--- config.mk ---
export PLATFORM = sky130hd
export DESIGN_NAME = systolic_weight_loader
export DESIGN_NICKNAME = d
export VERILOG_FILES = /design/src/rtl/systolic_weight_loader_pkg.sv /design/src/rtl/weight_tile_buf.sv /design/src/rtl/systolic_weight_loader.sv
export SDC_FILE = /design/constraint.sdc
export NUM_CORES = 1
export LEC_CHECK = 0
export BUFFER_PORTS_ARGS = -buffer_cell sky130_fd_sc_hd__buf_2
export CAP_MARGIN = 40
export CORE_MARGIN = 8
export CORE_UTILIZATION = 38
export DETAILED_ROUTE_END_ITERATION = 7
export GPL_ROUTABILITY_DRIVEN = 0
export PLACE_DENSITY = 0.63
export SLEW_MARGIN = 0
export SYNTH_ARGS = -nofsm -noshare
export SYNTH_HDL_FRONTEND = slang
export SYNTH_SLANG_ARGS = --single-unit
--- constraint.sdc ---
create_clock -name clk -period 7.75 [get_ports clk]
set_input_delay 0 -clock clk [delete_from_list [all_inputs] [get_ports clk]]
set_output_delay 0 -clock clk [all_outputs]
set_load 0.05 [all_outputs]
--- src/rtl/systolic_weight_loader_pkg.sv ---
// Shared definitions for the systolic weight loader: loader FSM states,
// default weight width and the index-width helper.
package systolic_weight_loader_pkg;

    // Weight width shared with the PE array and its testbench.
    localparam int DEF_DW = 32;

    typedef enum logic [1:0] {
        S_FILL  = 2'd0,
        S_FULL  = 2'd1,
        S_SHIFT = 2'd2,
        S_SWAP  = 2'd3
    } state_t;

    // Index width for n entries, never narrower than one bit.
    function automatic int idx_w(input int n);
        return (n > 1) ? $clog2(n) : 1;
    endfunction

endpackage

--- src/rtl/weight_tile_buf.sv ---
// Tile buffer: ROWS entries of one row-vector each, one write port and one
// registered read port whose register clears when no read is requested.
// Ports: clk, rst_n, wr_en/wr_idx/wr_data (write), rd_en/rd_idx (read
// request), rd_data (registered read data, 0 when rd_en was low).
module weight_tile_buf
    import systolic_weight_loader_pkg::*;
#(
    parameter int ROWS = 4,
    parameter int LW   = 128,
    parameter int IW   = idx_w(ROWS)
) (
    input  logic          clk,
    input  logic          rst_n,
    input  logic          wr_en,
    input  logic [IW-1:0] wr_idx,
    input  logic [LW-1:0] wr_data,
    input  logic          rd_en,
    input  logic [IW-1:0] rd_idx,
    output logic [LW-1:0] rd_data
);

    logic [LW-1:0] r_mem [ROWS];
    logic [LW-1:0] r_rd;

    // Storage is intentionally not reset.
    always_ff @(posedge clk) begin
        if (wr_en) begin
            r_mem[wr_idx] <= wr_data;
        end
    end

    // The read register is what the array sees, so it idles at zero.
    always_ff @(posedge clk or negedge rst_n) begin
        if (!rst_n) begin
            r_rd <= '0;
        end else begin
            r_rd <= rd_en ? r_mem[rd_idx] : '0;
        end
    end

    assign rd_data = r_rd;

endmodule

--- src/rtl/systolic_weight_loader.sv ---
// Loads a ROWS x COLS weight tile into a systolic array: buffers row-vectors
// (valid/ready), shifts them down last row first, then pulses switch.
// Ports: clk, rst_n, in_valid/in_ready/in_row (row input), hold (stall start
// of shift), b_out (row-0 b inputs), switch_out (swap pulse), busy.
module systolic_weight_loader
    import systolic_weight_loader_pkg::*;
#(
    parameter int DW   = DEF_DW,
    parameter int ROWS = 4,
    parameter int COLS = 4
) (
    input  logic             clk,
    input  logic             rst_n,
    input  logic             in_valid,
    output logic             in_ready,
    input  logic [COLS*DW-1:0] in_row,
    input  logic             hold,
    output logic [COLS*DW-1:0] b_out,
    output logic             switch_out,
    output logic             busy
);

    localparam int IW = idx_w(ROWS);
    localparam int LW = COLS * DW;
    localparam logic [IW-1:0] LAST = IW'(ROWS - 1);

    state_t        r_state;
    state_t        w_next;
    logic [IW-1:0] r_cnt;
    logic [IW-1:0] r_sidx;
    logic [IW-1:0] w_rd_idx;
    logic          w_acc;
    logic          w_rd_en;
    logic          r_switch;

    assign in_ready = (r_state == S_FILL);
    assign w_acc    = in_valid && in_ready;
    assign busy     = (r_state == S_SHIFT) || (r_state == S_SWAP);

    always_comb begin
        w_next = r_state;
        unique case (r_state)
            S_FILL:  if (w_acc && (r_cnt == LAST)) w_next = S_FULL;
            S_FULL:  if (!hold) w_next = S_SHIFT;
            S_SHIFT: if (r_sidx == LAST) w_next = S_SWAP;
            S_SWAP:  w_next = S_FILL;
            default: w_next = S_FILL;
        endcase
    end

    // The read register is loaded one cycle ahead of the pins: leaving FULL
    // fetches the last row, each SHIFT cycle fetches the row above.
    always_comb begin
        w_rd_en  = (w_next == S_SHIFT);
        w_rd_idx = LAST;
        if ((r_state == S_SHIFT) && (r_sidx != LAST)) begin
            w_rd_idx = LAST - r_sidx - IW'(1);
        end
    end

    always_ff @(posedge clk or negedge rst_n) begin
        if (!rst_n) begin
            r_state  <= S_FILL;
            r_cnt    <= '0;
            r_sidx   <= '0;
            r_switch <= 1'b0;
        end else begin
            r_state  <= w_next;
            r_switch <= (w_next == S_SWAP);
            if (w_acc) begin
                r_cnt <= (r_cnt == LAST) ? '0 : r_cnt + IW'(1);
            end
            if (r_state == S_SHIFT) begin
                r_sidx <= (r_sidx == LAST) ? '0 : r_sidx + IW'(1);
            end else begin
                r_sidx <= '0;
            end
        end
    end

    assign switch_out = r_switch;

    weight_tile_buf #(
        .ROWS (ROWS),
        .LW   (LW),
        .IW   (IW)
    ) u_buf (
        .clk     (clk),
        .rst_n   (rst_n),
        .wr_en   (w_acc),
        .wr_idx  (r_cnt),
        .wr_data (in_row),
        .rd_en   (w_rd_en),
        .rd_idx  (w_rd_idx),
        .rd_data (b_out)
    );

endmodule

==> results.toml <==
[run_status]
status = "completed"

[logic_synthesis]
synth_cells = 1117
synth_edf_count = 512
synth.distinct_cells = 27
ys.flop_type = "edfxtp_1"
yosysWarnings = 0
synthArstFlopShare = 0.2087
synth_area_um2 = 23060
ys_ff_latch = 647
synth.avg_cell_area_um2 = 20.64
ys_seq_area_frac = 0.8132
syn_nets = 1254

[routing]
num_vias = 11640
drcViolationCount = 0
postRouteAntennaNets = 0
drtIter0Drc = 624
dr.pass1.iters = 5
routed_wl_um = 49590
wl_per_cell_um = 20.71
via_per_inst = 4.863

[global_routing]
grt_pass1_vias = 12680
grt.overflow.total = 0
track_usage = 0.1413
grt_pass1_wl_um = 75350
grt_max_degree = 111
antenna_found_initial = 5

[floorplanning]
chipHeight_um = 262.3
ioPinCount = 263
start_util = 0.3835
die_w_um = 262.3
row_count = 90
dieArea_um2 = 68820
core_um2 = 60130

[power]
leakagePower_nw = 10.73
seqPwrFrac = 0.427
clockPowerShare = 0.303
swShare = 0.3202
power_mw = 10.94
p_per_area_nw_per_um2 = 379.3
intPower_mw = 7.434
switching_power_mw = 3.502
peakVddDrop_v = 0.0003046
p_comb_frac = 0.269

[place]
dp.final_hpwl_um = 27710
dp_cells = 2127
io_buffers = 262

[setup_path]
r2r-start = "r_sidx[0]"
crit_path_start = "r_sidx[0]"
worst_r2r_endpoint = "u_buf.rd_data[99]"
worstPathArrival_ns = 3.69
crit_fanout = 110
cp-endpoint = "u_buf.rd_data[99]"
r2r_slack_ns = 4.50
crit_required_ns = 8.18
criticalPathCategory = "reg -> reg"
worst_setup_path_end_kind = "flop"
worstRegToRegCells = 7
crit_path_start_kind = "flop"

[hold_path]
worstHoldPathCells = 2
hold_path_class = "in -> reg"

[cells_and_area]
drive_gt1_frac = 0.2716
final_cell_mix = "edfxtp_1, buf_2, mux2i_1"
fillers = 4994
stdcell_count = 2394
mostFrequentLayoutCell = "edfxtp_1"
fin_util = 0.4795
syn2layout_area_growth_pct = 25.03
nNetsFinal = 1689

[sta]
hold_violations = 0
setup_viol = 0
hold_ws_ns = 0.1632
tightest_slew_ns = 0.9105
skew_ns = 0.02293
finalSetupTns_ns = 0
final-max-slew-violation-count = 0
rsz0062_at_grt = "no"
fin_crit_sh = 0.4196
slew_headroom = 0.3930
fin_crit_ns = 3.252
fmax_mhz = 307.5

[clock_tree]
insertion_delay_ns = 0.59
cts.path.max_buffers = 3
cts.clk_slew.worst_paths_ns = 0.06
h-tree-depth = 3
clockRootBuffer = "clkbuf_16"
cts_sinks = 647
tritoncts = "done"
cts_made_buffers = 71

[run]
drv_cap = 0
[sequential cells by signal (all words and copies together), names as in the netlist]
register,flops
r_sidx,2
switch_out,1
r_state,2
u_buf.rd_data,128
r_cnt,2
u_buf.r_mem,512
[layer usage]
| layer | GRT usage | wire length [µm] | up-vias |
|---|---|---|---|
| li1 | - | - | 5312 |
| met2 | 0.2508 | 25220 | 291 |
| met3 | 0.03891 | 2822 | 83 |
| met1 | 0.1639 | 20350 | 5953 |
| met4 | 0.04795 | 1173 | 4 |
| met5 | 0 | 27 | - |
[metrics by stage]
| stage | cell area [µm²] | worst slack (ns) |
|---|---|---|
| finish | 28830 | 4.498 |
| detailed placement | 25120 | 4.500 |
| floorplan | 23060 | 2.938 |
| global route | 28830 | 4.337 |
| global placement | 25020 | 4.513 |
| CTS | 28820 | 4.487 |
[worst min path at each step]
| stage | from | endpoint | slack (ns) |
|---|---|---|---|
| floorplan | rst_n | r_cnt[0] | -0.30 |
| global placement | rst_n | u_buf.rd_data[1] | 0.07 |
| detailed placement | rst_n | u_buf.rd_data[101] | 0.06 |
| CTS | in_row[60] | u_buf.r_mem[2][60] | 0.11 |
| global route | in_row[7] | u_buf.r_mem[2][7] | 0.14 |
| finish | in_row[29] | u_buf.r_mem[2][29] | 0.16 |
[logic make-up (layout without fill, tap and decap cells)]
group | after synthesis | in the layout | synth area share
AOI/OAI and AO/OA | 131 | 131 | 0.04362
adders and majority gates | 5 | 5 | 0.002713
buffers and inverters | 60 | 552 | 0.02371
DFF | 647 | 647 | 0.8132
muxes | 258 | 258 | 0.1121
other | 0 | 3 | 0
and+or+nand+nor | 16 | 16 | 0.004612
[worst max-delay path: stages, from the launching register on]
cell and delay [ns]:
dfrtp_1 0.41, ha_1 0.27, nor4b_4 0.31, buf_12 0.56
buf_4 0.61, buf_12 0.31, mux2i_1 0.27, o22ai_2 0.11
[power by group through the flow]
stage	Sequential [mW]	Combinational (mW)	Clock (mW)
final	4.68	2.94	3.32
after global routing	4.73	3.15	3.53
after CTS	4.68	3.01	3.41
after detailed placement	4.75	2.94	0
after global placement	4.73	2.86	0
after floorplan	5.33	1.72	0
[cells in the mapped netlist, types with 2 or more instances]
| cell | number | share of area |
|---|---|---|
| inv_1 | 2 | 0.00033 |
| clkbuf_1 | 17 | 0.0028 |
| mux2i_1 | 256 | 0.11 |
| clkbuf_4 | 2 | 0.00065 |
| o22ai_2 | 30 | 0.016 |
| dfrtp_1 | 135 | 0.15 |
| buf_8 | 2 | 0.0013 |
| buf_1 | 3 | 0.00049 |
| and2_1 | 3 | 0.00081 |
| o22ai_1 | 98 | 0.027 |
| a21oi_1 | 2 | 0.00043 |
| buf_12 | 11 | 0.0095 |
| and3_1 | 4 | 0.0011 |
| buf_2 | 9 | 0.0020 |
| edfxtp_1 | 512 | 0.67 |
| ha_1 | 5 | 0.0027 |
| buf_6 | 13 | 0.0063 |
| nor2_1 | 3 | 0.00049 |
| mux2_2 | 2 | 0.00098 |
[final cells by class]
| cell class | instances | area (µm²) | share of cell area |
|---|---|---|---|
| sequential | 647 | 18750 | 0.6504 |
| tap | 782 | 978.4 | 0.03394 |
| inverter | 2 | 7.507 | 0.0002604 |
| clock buffer | 98 | 2052 | 0.07117 |
| multi-input combinational | 410 | 3800 | 0.1318 |
| clock inverter | 32 | 291.5 | 0.01011 |
| antenna | 3 | 7.507 | 0.0002604 |
| timing repair buffer | 420 | 2942 | 0.1020 |
[what timing repair did]
item	4_1_cts	5_1_grt
setup endpoints to repair	0	0
hold buffers	134	0
resized for setup	0	0
endpoints found under the hold margin	577	0
setup buffers	0	0
No activity file was read; power rests on OpenSTA's default activity.
